**src/rtl/note_window_scheduler.sv**
```systemverilog
// Rhythm-game note scheduler: fetches chart entries, parks them in one slot
// per lane, and reports per-lane perfect/okay hit windows and missed notes.
//
// Handshake: chart_req is held high in FETCH; the chart source answers with
// chart_ack for one cycle with chart_tick/chart_lanes/chart_end valid in that
// same cycle. There is no back-pressure: the entry is latched on that edge.
module note_window_scheduler #(
  parameter int TS_W      = 16,
  parameter int ADDR_W    = 10,
  parameter int PERF_WIN  = 2,
  parameter int OKAY_WIN  = 5,
  parameter int LOOKAHEAD = 16
) (
  input  logic              clk,
  input  logic              reset,
  input  logic              start,
  input  logic              tick_en,
  output logic              chart_req,
  output logic [ADDR_W-1:0] chart_addr,
  input  logic              chart_ack,
  input  logic [TS_W-1:0]   chart_tick,
  input  logic [3:0]        chart_lanes,
  input  logic              chart_end,
  input  logic [3:0]        hit_perfect,
  input  logic [3:0]        hit_okay,
  output logic [3:0]        lane_active_perfect,
  output logic [3:0]        lane_active_okay,
  output logic [3:0]        note_expired,
  output logic [TS_W-1:0]   song_time,
  output logic              busy,
  output logic              done,
  output logic [2:0]        dbg_state
);

  typedef enum logic [2:0] {
    S_IDLE  = 3'd0,
    S_FETCH = 3'd1,
    S_HOLD  = 3'd2,
    S_DRAIN = 3'd3,
    S_DONE  = 3'd4
  } state_t;

  localparam logic [TS_W:0] PERF_X = (TS_W+1)'(PERF_WIN);
  localparam logic [TS_W:0] OKAY_X = (TS_W+1)'(OKAY_WIN);
  localparam logic [TS_W:0] LOOK_X = (TS_W+1)'(LOOKAHEAD);

  state_t            state, state_nx;
  logic [3:0]        valid;
  logic [TS_W-1:0]   slot_t [4];
  logic [TS_W-1:0]   ent_tick;
  logic [3:0]        ent_lanes;
  logic [3:0]        past;
  logic              restart, addr_inc, latch, load, fits;

  assign dbg_state    = state;
  assign chart_req    = (state == S_FETCH);
  assign busy         = (state == S_FETCH) || (state == S_HOLD) || (state == S_DRAIN);
  assign done         = (state == S_DONE);
  assign note_expired = past;
  assign fits         = ({1'b0, ent_tick} <= ({1'b0, song_time} + LOOK_X));

  // Per-lane window classification from the registered slots and song time.
  always_comb begin
    lane_active_okay    = '0;
    lane_active_perfect = '0;
    past                = '0;
    for (int i = 0; i < 4; i++) begin
      logic signed [TS_W:0] d;
      logic [TS_W:0]        mag;
      d   = $signed({1'b0, song_time}) - $signed({1'b0, slot_t[i]});
      mag = d[TS_W] ? 
            (TS_W+1)'(-d) : (TS_W+1)'(d);
      lane_active_okay[i]    = valid[i] && (mag <= OKAY_X);
      lane_active_perfect[i] = valid[i] && (mag <= PERF_X);
      past[i] = valid[i] && ({1'b0, song_time} > ({1'b0, slot_t[i]} + OKAY_X));
    end
  end

  // Next-state and control strobes.
  always_comb begin
    state_nx = state;
    restart  = 1'b0;
    addr_inc = 1'b0;
    latch    = 1'b0;
    load     = 1'b0;
    case (state)
      S_IDLE, S_DONE: begin
        if (start) begin
          restart  = 1'b1;
          state_nx = S_FETCH;
        end
      end
      S_FETCH: begin
        if (chart_ack) begin
          latch = 1'b1;
          if (chart_end)              state_nx = S_DRAIN;
          else if (chart_lanes == '0) addr_inc = 1'b1;
          else                        state_nx = S_HOLD;
        end
      end
      S_HOLD: begin
        if (((valid & ent_lanes) == '0) && fits) begin
          load     = 1'b1;
          addr_inc = 1'b1;
          state_nx = S_FETCH;
        end
      end
      S_DRAIN: begin
        if (valid == '0) state_nx = S_DONE;
      end
      default: state_nx = S_IDLE;
    endcase
  end

  // State, chart address, song clock and latched entry.
  always_ff @(posedge clk) begin
    if (reset) begin
      state      <= S_IDLE;
      chart_addr <= '0;
      song_time  <= '0;
      ent_tick   <= '0;
      ent_lanes  <= '0;
    end else begin
      state <= state_nx;
      if (restart) begin
        chart_addr <= '0;
        song_time  <= '0;
      end else begin
        if (addr_inc) chart_addr <= chart_addr + 1'b1;
        if (busy && tick_en && (song_time != '1)) song_time <= song_time + 1'b1;
      end
      if (latch) begin
        ent_tick  <= chart_tick;
        ent_lanes <= chart_lanes;
      end
    end
  end

  // Lane slots: load from the held entry, clear on hit or miss.
  always_ff @(posedge clk) begin
    if (reset) begin
      valid <= '0;
      for (int i = 0; i < 4; i++) slot_t[i] <= '0;
    end else begin
      for (int i = 0; i < 4; i++) begin
        if (load && ent_lanes[i]) begin
          valid[i]  <= 1'b1;
          slot_t[i] <= ent_tick;
        end else if (((hit_perfect[i] || hit_okay[i]) && lane_active_okay[i]) || past[i]) begin
          valid[i] <= 1'b0;
        end
      end
    end
  end

endmodule

```
**config.mk**
```make
export PLATFORM = sky130hd
export DESIGN_NAME = note_window_scheduler
export DESIGN_NICKNAME = d
export VERILOG_FILES = /design/src/rtl/note_window_scheduler.sv
export SDC_FILE = /design/constraint.sdc
export NUM_CORES = 1
export LEC_CHECK = 0
export BUFFER_PORTS_ARGS = -buffer_cell sky130_fd_sc_hd__buf_2
export CAP_MARGIN = 10
export CORE_ASPECT_RATIO = 1.1
export CORE_UTILIZATION = 35
export CTS_BUF_LIST = sky130_fd_sc_hd__clkbuf_2
export DETAILED_ROUTE_END_ITERATION = 10
export PLACE_DENSITY = 0.56
export SYNTH_ARGS = -nofsm -noshare
export SYNTH_HDL_FRONTEND = slang
export SYNTH_SLANG_ARGS = --single-unit
```
**constraint.sdc**
```tcl
create_clock -name clk -period 6.37 [get_ports clk]
set_input_delay 0.9555 -clock clk [delete_from_list [all_inputs] [get_ports clk]]
set_output_delay 0.9555 -clock clk [all_outputs]
set_load 0.02 [all_outputs]
```
; ---- After elaboration in Yosys (flattened, before gate mapping)
; Memory sizes are Yosys's and may differ from the RTL's.
; Index checks and enable logic that the tools add are counted.
[totals]
register_bits = 53
latch_bits = 0
ramBits = 64
mem_bits_ro = 0
in_bits = 34
wordCells = 144
mem_count = 1
[memory_table]
columns = name, words, word_bits, rd, rd_clocked_by_memory_dff, write_ports, line
row1 = slot_t, 4, 16, 4, 0, 4, 49  ; logic [TS_W-1:0] slot_t [4];
[op_classes]
add_sub_neg = 15
multipliers = 0
div_mod_pow = 0
magnitude_cmp = 13
eq_ne = 10
shifts = 0
n_mux = 47
bitwise_logic = 5
reduce_logical = 44
[ops]
columns = op, count
row1 = 16-bit by 3-bit adder with 17-bit output (second input constant), 4
row2 = 16-bit by 17-bit > comparator with 1-bit output, 4
row3 = 17-bit by 2-bit less-or-equal comparator with 1-bit output (second input constant), 4
row4 = 17-bit by 3-bit less-or-equal comparator with 1-bit output (second input constant), 4
row5 = 17-bit 2-to-1 mux, 4
row6 = 17-bit negator, 4
row7 = 16-bit by 16-bit subtractor with 17-bit output, 4
row8 = 16-bit 2-to-1 mux, 4
row9 = 1-bit 2-to-1 mux, 31
row10 = 1-bit logical AND, 23
row11 = 3-bit 2-to-1 mux, 6
row12 = 16-bit by 5-bit adder with 17-bit output (second input constant), 1
row13 = 16-bit by 17-bit less-or-equal comparator with 1-bit output, 1
row14 = 16-bit by 1-bit adder with 16-bit output (second input constant), 1
row15 = 16-bit != test (second input constant), 1
row16 = 4-bit logical NOT, 3
row17 = 3-bit case mux with 4 select lines, 1
row18 = 10-bit by 1-bit adder with 10-bit output (second input constant), 1
row19 = 1-bit logical OR, 10
row20 = 2-bit nonzero test, 4
row21 = 3-bit by 2-bit equality test with 1-bit output (second input constant), 2
row22 = 2-bit by 1-bit != test with 1-bit output (second input constant), 3
row23 = 5-bit AND reduction, 1
row24 = 4-bit bitwise AND, 1
row25 = 8 further kinds, 12

; ---- Depth between registers and ports, before layout
[depth]
ltp_word = 10
ltp_mapped = 18
depth_no_buf = 17

; ---- Least setup slack after synthesis
; No wires, ideal clock.
[synth_timing]
kind = flip-flop to output port
startpoint = register song_time[4]
endpoint = output lane_active_perfect[1]
arrival_ns = 4.462
t_required_ns = 5.414
slack_ns = 0.952
path_stages_with_launch = 11
path_buffers = 0
path_cell_list = dfxtp_1 -> ha_1 -> a21o_1 -> a21o_1 -> or4_1 -> a211o_1 -> a2111o_1 -> or4_4 -> a2111o_1 -> or4_4 -> nor2_1
[synth_between]
elab_chain_cells = 5
[synth_lines]
columns = item, line
row1 = "start, declared", 29  ; output logic [TS_W-1:0] song_time,
row2 = "start signal, assigned", 130  ; if (busy && tick_en && (song_time != '1)) song_time <= song_time + 1'b1;
row3 = 16-bit by 16-bit subtractor with 17-bit output *, 70  ; d = $signed({1'b0, song_time}) - $signed({1'b0, slot_t[i]});
row4 = 17-bit negator, 72  ; (TS_W+1)'(-d) : (TS_W+1)'(d);
row5 = 17-bit 2-to-1 mux *, 71  ; mag = d[TS_W] ?
row6 = 17-bit by 2-bit less-or-equal comparator with 1-bit output *, 74  ; lane_active_perfect[i] = valid[i] && (mag <= PERF_X);
row7 = 1-bit logical AND *, 74
row8 = "end, declared", 26  ; output logic [3:0] lane_active_perfect,
; Mark *: on every way between the ends. The rest lies on a longest branch, timed or not.

; ---- Worst setup path after layout
[layout_timing]
startpoint = register song_time[0]
endpoint = output lane_active_perfect[1]
; Same word-level chain as after synthesis.

==> summary.md <==
| Metric | Value |
|---|---|
| Worst endpoint data arrival time | 5.19 ns |
| Synthesized area per cell | 7.96 um2 |
| Leakage | 6.15 nW |
| Synthesis Warnings | 0 |
| Post-Route Utilization | 39.1% |
| Post-synth EDFFs | 64 |
| Final nets | 1921 |
| H-Tree Depth | 4 |
| Syn nets | 1850 |
| Die outline area | 38400 um2 |
| Skew-Pair Late Insertion Delay | 0.69 ns |
| First-pass GRT wire length | 60800 um |
| CP Class | flip-flop to primary output |
| Seq/Total Area, Yosys | 22.7% |
| Critical Path End Type | primary output |
| Chip Height | 205 um |
| Synthesized area | 13200 um2 |
| Largest net degree at the start of global routing | 40 |
| Unique masters post-synth | 81 |
| Placed inst area | 14100 um2 |
| Final hold vios | 0 |
| Layout area overhead | 10.2% |
| Post-synth ARST share | 0% |
| Clock transition at the registers of the reported paths | 0.19 ns |
| I/O pins | 78 |
| Die Wd | 187 um |
| Critical Path Source Type | flip-flop |
| Share of layout cells above drive strength 1 | 10.2% |
| Port bufs | 77 |
| Finished Cell Area | 14500 um2 |
| Post-synth top flop | edfxtp_1 |
| Final Max Slew Viols | 0 |
| Hold slack | 0.478 ns |
| CTS Buf Count | 17 |
| Remaining antenna violation count | 0 |
| Hold WC Path Type | input pin to flip-flop |
| Initial Utilization | 35.5% |
| DPL Wire Length | 30500 um |
| Final number of setup-violating endpoints | 0 |
| Slew of the pin with the lowest slew margin | 0.964 ns |
| Drt total wl | 38600 um |
| Routed via count | 12.3k |
| Peak supply drop | 0.208 mV |
| Power Dens Cells | 159 nW/um2 |
| CTS tree | done |
| Fin crit share | 96.4% |
| Overall routing resource usage | 19.9% |
| Critical Path RT | 5.41 ns |
| Synth Register Bits | 117 |
| Cell count after synthesis | 1654 |
| Outcome | finished clean |
| Initial DRT Pass Iterations | 5 |
| Initial antenna violation count | 4 |
| Fillers | 3827 |
| Core box area | 37100 um2 |
| Vias in the first global route | 11.4k |
| Row cnt | 74 |
| Gpl congestion | 0.902 |
| Multi-input logic area | 9650 um2 |
| Root Driver | clkbuf_2 |
| Max-Cap Viols | 0 |
| Routed length per instance | 17.3 um |
| Clock Skew | 0.0269 ns |
| Highest Clock Rate | 163 MHz |
| Register area | 2990 um2 |
| Initial DRC Count | 723 |
| Headroom to the max-slew limit | 35.7% |
| DRC viols | 0 |
| Final min period | 6.14 ns |
| CP max FO | 7 |
| CTS Buffer Depth | 2 |
| CTS sink cnt | 117 |
| DR vias/cell | 5.51 |
| Total power | 2.31 mW |
| GR Overflow Total | 0 |
[report_power, final]
part	total (mW)	internal, mW	switching (mW)
clock	0.543	0.253	0.290
combinational	0.820	0.320	0.499
sequential	0.944	0.844	0.0998
total	2.31	1.42	0.889
[synthesized netlist by cell type, types with 14 or more instances]
master	n	area (um2)
nand2b_1	21	131
a31oi_1	14	87.6
nor2_1	140	526
clkbuf_1	49	184
a21o_1	38	285
a211oi_1	19	143
ha_1	158	1980
nor3_1	41	205
and3_1	21	131
o211ai_1	14	105
nor2b_1	24	150
xor2_1	41	359
nand4_1	29	181
and2_1	77	482
dfxtp_1	53	1060
edfxtp_1	64	1920
inv_1	108	405
xnor2_1	95	832
o21ai_0	69	345
nand3_1	56	280
a21oi_1	117	586
nand2_1	137	514
nor4_1	19	119
o21a_1	27	203
[layer usage]
layer	vias up	track usage, %	wire [um]
met5	-	0	0
met4	0	5.65	860
met3	49	2.58	1440
met2	263	33.9	17800
met1	5775	26.3	18400
li1	6220	-	-
[logic make-up (layout without fill, tap and decap cells)]
logic type,after synthesis,after routing,share of synthesized area [%]
muxes,11,11,0.856
AOI/OAI and AO/OA,443,443,23.0
DFF,117,117,22.7
adders and majority gates,162,162,15.6
buffers and inverters,158,242,4.51
other,0,1,0
xor gates and xnor gates,136,136,9.05
and+or+nand+nor,627,627,24.3
[worst paths after layout]
path	start	to	slack, ns	cells past startpoint
max reg2reg	song_time[5]	slot_t[0][6]	1.47	16
max	song_time[0]	lane_active_perfect[1]	0.23	13
min	chart_tick[11]	ent_tick[11]	0.48	3
min reg2reg	ent_lanes[3]	ent_lanes[3]	0.48	2
[per-stage QoR]
step | setup TNS [ns] | cells | setup slack (ns)
global placement | 0 | 2196 | 0.978
detailed placement | 0 | 2196 | 0.824
CTS | 0 | 2228 | 0.00559
global route | -0.0566 | 2233 | -0.0388
finish | 0 | 2233 | 0.229
floorplan | 0 | 1654 | 0.952
[layout by cell type, fill, tap and decap left out, drive strengths merged, types with 41 or more instances in the layout]
master  synthesis  final
nand2         137    137
ha            158    158
xnor2          95     95
o21ai          71     71
edfxtp         64     64
buf             1    101
and2           77     77
dfxtp          53     53
a21oi         117    117
inv           108    107
nor3           41     41
xor2           41     41
nor2          140    140
nand3          56     56
[sequential cells by signal, indices dropped and copies added (netlist names)]
register,flops
song_time,16
ent_lanes,4
dbg_state,3
valid,4
chart_addr,10
slot_t,64
ent_tick,16
[critical path, stage by stage, from the launching register on]
cell	delay, ns
dfxtp_2	0.40
inv_1	0.13
ha_1	0.20
fa_2	0.28
nor2b_4	0.07
o2111a_2	0.28
or4_1	0.51
a211o_1	0.35
a2111o_1	0.47
or4_4	0.56
a2111o_1	0.44
or4_4	0.52
nor2_1	0.10
buf_2	0.16
[cell type report]
| type | instances | share of cell area (%) |
|---|---|---|
| Inverter | 108 | 2.82 |
| Timing Repair Buffer | 102 | 3.95 |
| Clock buffer | 17 | 0.586 |
| Clock inverter | 15 | 1.29 |
| Sequential cell | 117 | 20.6 |
| Tap cell | 494 | 4.26 |
| Antenna cell | 1 | 0.0172 |
| Multi-Input combinational cell | 1379 | 66.5 |
[what timing repair did]
| action | 4_1_cts | 5_1_grt |
|---|---|---|
| hold buffers | 0 | 0 |
| gates resized for setup | 0 | 18 |
| endpoints found under the setup margin | 0 | 8 |
| setup buffers | 0 | 3 |
Note: power is estimated with default switching activity, not from simulation.
